`src/rtl/hit_detector_pkg.sv`:
```
`default_nettype none
// +----------------------------------------------------------------------+
// | whack_pkg : shared sizing for the mole game input path               |
// | Rev 1.0   : initial release                                          |
// +----------------------------------------------------------------------+
package whack_pkg;

  localparam int N_MOLES_DEF         = 4;
  localparam int DEBOUNCE_CYCLES_DEF = 50000;
  localparam int DEBOUNCE_CYCLES_SIM = 4;

  function automatic int idx_width(input int n);
    return (n > 1) ? $clog2(n) : 1;
  endfunction

endpackage
`default_nettype wire

```
`src/rtl/hit_detector_if.sv`:
```
`default_nettype none
// +----------------------------------------------------------------------+
// | hit_detector_if : buttons / mole spawner in, clean levels and pulses |
// | Rev 1.0         : initial release                                    |
// +----------------------------------------------------------------------+
interface hit_detector_if
  import whack_pkg::*;
#(
  parameter int N_MOLES = N_MOLES_DEF,
  parameter int IDX_W   = idx_width(N_MOLES)
);
  logic [N_MOLES-1:0] btn;
  logic               enable;
  logic               mole_valid;
  logic [IDX_W-1:0]   mole_idx;
  logic               mole_new;
  logic [N_MOLES-1:0] btn_clean;
  logic               hit;
  logic               miss;

  modport master (
    output btn, enable, mole_valid, mole_idx, mole_new,
    input  btn_clean, hit, miss
  );

  modport slave (
    input  btn, enable, mole_valid, mole_idx, mole_new,
    output btn_clean, hit, miss
  );
endinterface
`default_nettype wire

```
`src/rtl/hit_detector_button_debounce.sv`:
```
`default_nettype none
// +----------------------------------------------------------------------+
// | button_debounce : 2-flop sync, stability counter, press-edge pulse   |
// | Rev 1.0         : initial release                                    |
// +----------------------------------------------------------------------+
module button_debounce
  import whack_pkg::*;
#(
  parameter int DEBOUNCE_CYCLES = DEBOUNCE_CYCLES_DEF
) (
  input  logic clk,
  input  logic reset,
  input  logic btn_i,
  output logic clean_o,
  output logic press_o
);
  localparam int CNT_W = $clog2(DEBOUNCE_CYCLES);
  localparam logic [CNT_W-1:0] CNT_LAST = CNT_W'(DEBOUNCE_CYCLES - 1);

  logic             s1_q, s2_q;
  logic             clean_q, clean_d;
  logic             clean_prev_q;
  logic [CNT_W-1:0] cnt_q, cnt_d;

  // Counter only runs while the synchronized level disagrees with clean,
  // and is cleared on acceptance, so it never reaches a wrap.
  always_comb begin
    cnt_d   = '0;
    clean_d = clean_q;
    if (s2_q != clean_q) begin
      if (cnt_q == CNT_LAST) begin
        clean_d = s2_q;
      end else begin
        cnt_d = cnt_q + CNT_W'(1);
      end
    end
  end

  always_ff @(posedge clk) begin
    if (!reset) begin
      s1_q         <= 1'b0;
      s2_q         <= 1'b0;
      cnt_q        <= '0;
      clean_q      <= 1'b0;
      clean_prev_q <= 1'b0;
    end else begin
      s1_q         <= btn_i;
      s2_q         <= s1_q;
      cnt_q        <= cnt_d;
      clean_q      <= clean_d;
      clean_prev_q <= clean_q;
    end
  end

  assign clean_o = clean_q;
  assign press_o = clean_q & ~clean_prev_q;
endmodule
`default_nettype wire

```
`src/rtl/hit_detector.sv`:
```
`default_nettype none
// +----------------------------------------------------------------------+
// | hit_detector : debounced presses judged against the visible mole     |
// | Rev 1.0      : initial release                                       |
// +----------------------------------------------------------------------+
module hit_detector
  import whack_pkg::*;
#(
  parameter int N_MOLES         = N_MOLES_DEF,
  parameter int DEBOUNCE_CYCLES = DEBOUNCE_CYCLES_DEF,
  parameter int IDX_W           = idx_width(N_MOLES)
) (
  input  logic           clk,
  input  logic           reset,
  hit_detector_if.slave  bus
);
  logic [N_MOLES-1:0] press;
  logic [N_MOLES-1:0] clean;
  logic               sel_press;
  logic               armed_q, armed_d;
  logic               hit_q, hit_d;
  logic               miss_q, miss_d;

  generate
    for (genvar i = 0; i < N_MOLES; i++) begin : g_btn
      button_debounce #(
        .DEBOUNCE_CYCLES (DEBOUNCE_CYCLES)
      ) u_debounce (
        .clk     (clk),
        .reset   (reset),
        .btn_i   (bus.btn[i]),
        .clean_o (clean[i]),
        .press_o (press[i])
      );
    end
  endgenerate

  always_comb begin
    // An out-of-range index matches no button, so any press becomes a miss.
    sel_press = 1'b0;
    for (int i = 0; i < N_MOLES; i++) begin
      if (int'(bus.mole_idx) == i) sel_press = press[i];
    end

    hit_d   = 1'b0;
    miss_d  = 1'b0;
    armed_d = armed_q;
    if (bus.enable && bus.mole_valid && !bus.mole_new && (|press)) begin
      if (sel_press && armed_q) hit_d  = 1'b1;
      else                      miss_d = 1'b1;
    end

    if (bus.mole_new)                                    armed_d = 1'b1;
    else if (hit_d || !bus.mole_valid || !bus.enable)    armed_d = 1'b0;
  end

  always_ff @(posedge clk) begin
    if (!reset) begin
      armed_q <= 1'b0;
      hit_q   <= 1'b0;
      miss_q  <= 1'b0;
    end else begin
      armed_q <= armed_d;
      hit_q   <= hit_d;
      miss_q  <= miss_d;
    end
  end

  assign bus.btn_clean = clean;
  assign bus.hit       = hit_q;
  assign bus.miss      = miss_q;
endmodule
`default_nettype wire

```
`src/flat_wrapper.sv`:
```
// flat-port wrapper written by rule: the top's interface ports become plain ports
module hit_detector_flat import whack_pkg::*;
#(
  parameter int N_MOLES         = N_MOLES_DEF,
  parameter int DEBOUNCE_CYCLES = DEBOUNCE_CYCLES_DEF,
  parameter int IDX_W           = idx_width(N_MOLES)
)
  (clk, reset, bus_btn, bus_enable, bus_mole_valid, bus_mole_idx, bus_mole_new, bus_btn_clean, bus_hit, bus_miss);
  hit_detector_if #(.N_MOLES(N_MOLES), .IDX_W(IDX_W)) bus_i ();
  input  logic clk;
  input  logic reset;
  input wire logic [$bits(bus_i.btn)-1:0] bus_btn;
  input wire logic [$bits(bus_i.enable)-1:0] bus_enable;
  input wire logic [$bits(bus_i.mole_valid)-1:0] bus_mole_valid;
  input wire logic [$bits(bus_i.mole_idx)-1:0] bus_mole_idx;
  input wire logic [$bits(bus_i.mole_new)-1:0] bus_mole_new;
  output wire logic [$bits(bus_i.btn_clean)-1:0] bus_btn_clean;
  output wire logic [$bits(bus_i.hit)-1:0] bus_hit;
  output wire logic [$bits(bus_i.miss)-1:0] bus_miss;
  assign bus_i.btn = bus_btn;
  assign bus_i.enable = bus_enable;
  assign bus_i.mole_valid = bus_mole_valid;
  assign bus_i.mole_idx = bus_mole_idx;
  assign bus_i.mole_new = bus_mole_new;
  assign bus_btn_clean = bus_i.btn_clean;
  assign bus_hit = bus_i.hit;
  assign bus_miss = bus_i.miss;
  hit_detector #(.N_MOLES(N_MOLES), .DEBOUNCE_CYCLES(DEBOUNCE_CYCLES), .IDX_W(IDX_W)) u_core (.clk(clk), .reset(reset), .bus(bus_i));
endmodule
```
`config.mk`:
```
export PLATFORM = sky130hd
export DESIGN_NAME = hit_detector_flat
export DESIGN_NICKNAME = d
export VERILOG_FILES = /design/src/rtl/hit_detector_pkg.sv /design/src/rtl/hit_detector_if.sv /design/src/rtl/hit_detector_button_debounce.sv /design/src/rtl/hit_detector.sv /design/src/flat_wrapper.sv
export SDC_FILE = /design/constraint.sdc
export NUM_CORES = 1
export LEC_CHECK = 0
export CAP_MARGIN = 20
export CORE_ASPECT_RATIO = 2
export CORE_MARGIN = 2
export CORE_UTILIZATION = 28
export DETAILED_ROUTE_END_ITERATION = 8
export HOLD_SLACK_MARGIN = 0.12
export SLEW_MARGIN = 20
export SYNTH_ARGS = -nofsm -noshare
export SYNTH_HDL_FRONTEND = slang
export SYNTH_SLANG_ARGS = --single-unit
```
`constraint.sdc`:
```
create_clock -name clk -period 1.7 [get_ports clk]
set_clock_uncertainty 0.1 [all_clocks]
set_input_delay 0.255 -clock clk [delete_from_list [all_inputs] [get_ports clk]]
set_output_delay 0.255 -clock clk [all_outputs]
set_load 0.02 [all_outputs]
```
Word level (Yosys, flattened, before mapping)

Cells that the tools add are included.

Register bits: 83
Input port bits: 11
Output and inout bits: 6
Logic and storage cells: 81

$add $sub $neg: 4
Eq/ne operators: 11
Multiplexer cells: 9
Bitwise gates (word level): 13
Reductions and logical operators: 21

Operator list:

| cell                    | count |
|---|---|
| $add A16 B1 Y16 const B | 4 |
| $eq A16 B16 Y1 const B  | 4 |
| $reduce_or A3 Y1        | 4 |
| $reduce_and A2 Y1       | 5 |
| $mux W1                 | 9 |
| $not A1 Y1              | 9 |
| $and A1 B1 Y1           | 4 |
| $eq A2 B2 Y1 const B    | 2 |
| $logic_and A1 B1 Y1     | 4 |
| $ne A1 B1 Y1            | 4 |
| $reduce_or A4 Y1        | 1 |
| $logic_not A1 Y1        | 3 |
| $eq A2 B1 Y1 const B    | 1 |
| $logic_not A2 Y1        | 1 |
| $logic_or A1 B1 Y1      | 2 |
| $reduce_bool A2 Y1      | 1 |

Logic depth before layout (Yosys ltp)

Gate-level depths: netlist of run 1.

Depth in word-level cells: 13
Mapped depth: 6

Cells and area by module

Synthesis of run 1 repeated with hierarchy kept, for this count alone.

Cell total of the unflattened synthesis: 380
Area, all modules: 3575.9 sq um

Modules (own cells, without submodules):

| module          | times used | cells each | area each (sq um) |
|---|---|---|---|
| button_debounce | 4          | 91         | 850.8 |
| hit_detector    | 1          | 16         | 172.7 |

Worst setup path before layout of run 1

No wires, ideal clock.

Kind: reg-to-reg
Start: register u_core.g_btn[0].u_debounce.cnt_q[7]
End: register u_core.g_btn[0].u_debounce.cnt_q[13]
Library setup time: 0.115 ns
Data arrival time: 1.641 ns
Setup slack: -0.155 ns
Stages on the path, launching flop included: 6
Buffers on the path: 1
Clock period less this slack: 1.855 ns
Path through: dfxtp_1 > or4_1 > or4_4 > nand3_4 > buf_8 > nor2_1

Cells in the longest elaborated chain, start to end: 2
Elaborated cells on any way between the ends: 3

Ends and longest elaborated chain:

| item                                                                    | line                               | RTL |
|---|---|---|
| start, declared                                                         | hit_detector_button_debounce.sv:23 | `logic [CNT_W-1:0] cnt_q, cnt_d;` |
| start signal, assigned                                                  | hit_detector_button_debounce.sv:49 | `cnt_q <= cnt_d;` |
| parallel branches: the longest is 2 deep, another holds $add A16 B1 Y16 | -                                  |  |

Parallel ways; which one is timed is not known.
A chain may end at the register's enable or synchronous reset.

Final worst setup path of run 1

Start: register u_core.g_btn[0].u_debounce.cnt_q[7]
End: register u_core.g_btn[0].u_debounce.clean_q

Cells in the longest elaborated chain, start to end: 2

Ends and longest elaborated chain:

| item                        | line                               | RTL |
|---|---|---|
| $eq A16 B16 Y1              | hit_detector_button_debounce.sv:31 | `if (cnt_q == CNT_LAST) begin` |
| $reduce_and A2 Y1 (no line) | -                                  |  |
| end signal, assigned        | hit_detector_button_debounce.sv:50 | `clean_q <= clean_d;` |
| end, declared               | hit_detector_button_debounce.sv:21 | `logic clean_q, clean_d;` |

No other way between the ends.

==> results.md, run 1 <==
* RSZ-0062 raised after global routing: yes
* Crit path kind: reg2reg
* Starting Density at 28.4%
* Max VDD drop at 0.571 mV
* Max Slew Vio Count at 0
* First-pass GRT wire length at 11.8 mm
* Final ANT Viol Nets at 0
* Outcome: complete, but fails checks
* GPL Wtd Cong at 0.784
* Cell Rows at 58
* Nets at 462
* #FFs+latches synth at 83
* Vias per inst at 4.56
* Register area share after synthesis at 47.1%
* Comb pwr share at 2.3%
* Residual DRC count at 0
* Initial antenna violation count at 0
* Max frequency at 569 MHz
* Clock root buffer: clkbuf_16
* Die height at 163 um
* I/O pin count at 17
* DR WL/cell at 11.2 um
* Most frequent CP cell: or4_4
* Most common cell after layout, fill and taps aside: dfxtp_1
* Sw Share at 20.4%
* Worst Tran Pin Value at 0.485 ns
* Final wirelength at 6.73 mm
* Mapped cell area at 3530 um^2
* Non-Filler Instances at 602
* CP max stage delay at 0.52 ns
* PD cells at 845 nW/um^2
* Worst Path Buf+Inv at 0
* Largest net degree at the start of global routing at 16
* Clock network power share at 46.9%
* CTS tree: yes
* Synth warn at 0
* Crit path max fanout at 3
* CTS clk-pin slew, worst paths at 0.06 ns
* Share of layout cells above drive strength 1 at 21.7%
* Area of the core at 12400 um^2
* Final setup vio count at 32
* # port buffers at 16
* Vias in the first global route at 2642
* Vias at 2745
* Die Wd at 83.4 um
* Max transition margin at 67.5%
* Syn Inst Count at 388
* Initial DRC count at 80
* Commonest non-fill, non-tap cells in the layout: dfxtp_1 (78), nor2_1 (56), xnor2_1 (39)
* GRT Total Usage at 10.6%
* Synth cell types at 38
* CTS Buffer Depth at 2
* Final worst-path cycle share at 103%
* CP top delay family: simple AND/OR/NAND/NOR gates
* CP endpoint kind: flip-flop
* Synth top area share at 47.1%
* Final worst setup slack at -0.0574 ns
* Drt first pass iters at 5
* Total of max-cap violations at 0
* Sequential share of power at 50.9%
* Layout area overhead at 29.6%
* CTS Buf Count at 9
* Hold Path Class: reg2reg
* Leakage at 1.54 nW
* Critical Path Source Type: flip-flop
* GRT Residual Overflow at 0
* Syn_nets at 403
* Slowest CP cell: or4_4
* Worst skew pair latency at 0.33 ns
* Die ar. at 13600 um^2
* Final hold slack at 0.332 ns
* Mapped Avg Cell Area at 9.09 um^2
* H-tree levels at 3
* Critical Path RT at 1.82 ns
* DP HPWL at 4.58 mm
* Worst endpoint data arrival time at 1.88 ns
* Ranking of synthesized cells by area: dfxtp_1 (47%), xnor2_1 (9.7%), nor2_1 (7.5%)
* Failing checks: negative setup slack
* Antenna cells at 0
* NetSw at 0.000790 W
* Min Clock Period, post-route at 1.76 ns
* Pint at 0.00307 W
* Critical path cell sequence: or4_4, or4_4, mux2i_1, nor2b_1
* Area leader, netlist: dfxtp_1
* Final Hold Vio Count at 0
* Cell Count Post-Placement at 582
* Num Clock Sinks at 83
flip-flops by register name, summed over array words and instances, names as in the netlist:
register / flops
u_core.bus.hit: 1
u_core.g_btn.u_debounce.clean_o: 4
u_core.armed_q: 1
u_core.g_btn.u_debounce.clean_prev_q: 4
u_core.g_btn.u_debounce.cnt_q: 64
u_core.bus.miss: 1
u_core.g_btn.u_debounce.s1_q: 4
u_core.g_btn.u_debounce.s2_q: 4
per-stage QoR:
step	area, um^2	power, W	worst slack [ns]	TNS (ns)	utilization, %
6_report	4570	0.00386	-0.0574	-1.04	36.8
5_1_grt	4570	0.00402	-0.0839	-2.16	36.8
4_1_cts	4460	0.00393	-0.0461	-0.353	36.0
3_5_place_dp	4150	0.00209	-0.0614	-0.799	33.4
3_3_place_gp	4150	0.00209	-0.0202	-0.255	33.4
2_1_floorplan	3550	0.00204	-0.0377	-0.363	-
cell families (layout without fill, tap and decap cells):
logic type / Yosys count / after routing / share of synthesized area, %
adders and majority gates: 4 / 4 / 1.42
xor gates and xnor gates: 56 / 56 / 13.9
muxes: 5 / 5 / 1.77
DFF: 83 / 83 / 47.1
AOI/OAI and AO/OA: 12 / 12 / 1.99
and+or+nand+nor: 203 / 204 / 30.3
buffers and inverters: 25 / 88 / 3.44
repair_timing:
| action | 4_1_cts | 5_1_grt |
|---|---|---|
| buffers inserted | 2 | 1 |
| hold endpoints to repair | 0 | 0 |
| hold buffers | 0 | 0 |
| endpoints found under the setup margin | 37 | 50 |
| pin swaps | 13 | 17 |
| resized for setup | 8 | 32 |
| gates cloned | 1 | 0 |
path summary, 6_finish.rpt:
| kind | from | to | slack [ns] | cells past startpoint |
|---|---|---|---|---|
| setup / recovery | u_core.g_btn[0].u_debounce.cnt_q[7] | u_core.g_btn[0].u_debounce.clean_o | -0.06 | 4 |
| hold / removal | u_core.g_btn[2].u_debounce.s1_q | u_core.g_btn[2].u_debounce.s2_q | 0.33 | 1 |
| setup reg to reg | u_core.g_btn[0].u_debounce.cnt_q[7] | u_core.g_btn[0].u_debounce.clean_o | -0.06 | 4 |
| hold reg to reg | u_core.g_btn[2].u_debounce.s1_q | u_core.g_btn[2].u_debounce.s2_q | 0.33 | 1 |
final cells by class:
class,instances,area (um^2)
Inverter,13,48.8
Fill cell,1264,7840
Clock inverter,4,23.8
Clock buffer,12,256
Timing Repair Buffer,59,514
Tap cell,150,188
Multi-Input combinational cell,281,1870
Sequential cell,83,1670
power by group through the flow:
| stage | Sequential (W) | Combinational, W | Clock, W |
|---|---|---|---|
| finish | 0.00197 | 0.0000879 | 0.00181 |
| global route | 0.00197 | 0.0000969 | 0.00196 |
| CTS | 0.00196 | 0.0000853 | 0.00188 |
| detailed placement | 0.00201 | 0.0000811 | 0 |
| global placement | 0.00201 | 0.0000805 | 0 |
| floorplan | 0.00201 | 0.0000326 | 0 |
worst reg2reg max path, cell delays in order (launching register included):
cell,delay (ns)
dfxtp_2,0.32
or4_4,0.52
or4_4,0.49
mux2i_1,0.17
nor2b_1,0.06
routing by layer:
| metal | wire length [um] | GRT usage, % | vias to the layer above |
|---|---|---|---|
| met5 | 0 | 0 | - |
| met4 | 85 | 5.37 | 0 |
| met3 | 177 | 2.33 | 6 |
| met2 | 2930 | 15.8 | 40 |
| met1 | 3540 | 14.5 | 1253 |
| li1 | - | - | 1446 |
synth_stat cells (all sizes together):
cell type	instances
nand4b	2
clkbuf	5
buf	7
dfxtp	83
nand3	28
nor3b	1
nand2	19
nor4	9
and2	11
or4	3
nor2	70
o41ai	1
xor2	17
o21ai	4
inv	13
nor4b	2
nand4bb	1
xnor2	39
nor3	16
nor2b	7
and3	7
or4b	1
a31o	1
mux2i	4
nor4bb	4
and4b	1
or3	4
o31ai	1
ha	4
nand4	16
a21oi	5
mux4	1
and4	1
Note: power is estimated with default switching activity, not from simulation.
==> run 2: changes to the inputs <==
--- a/config.mk
+++ b/config.mk
@@ -5,7 +5,7 @@
 export SDC_FILE = /design/constraint.sdc
 export NUM_CORES = 1
 export LEC_CHECK = 0
-export CAP_MARGIN = 20
+export CAP_MARGIN = 40
 export CORE_ASPECT_RATIO = 2
 export CORE_MARGIN = 2
 export CORE_UTILIZATION = 28
==> results of run 2 <==
The final DEF is identical to that of run 1; final timing and power are the same.
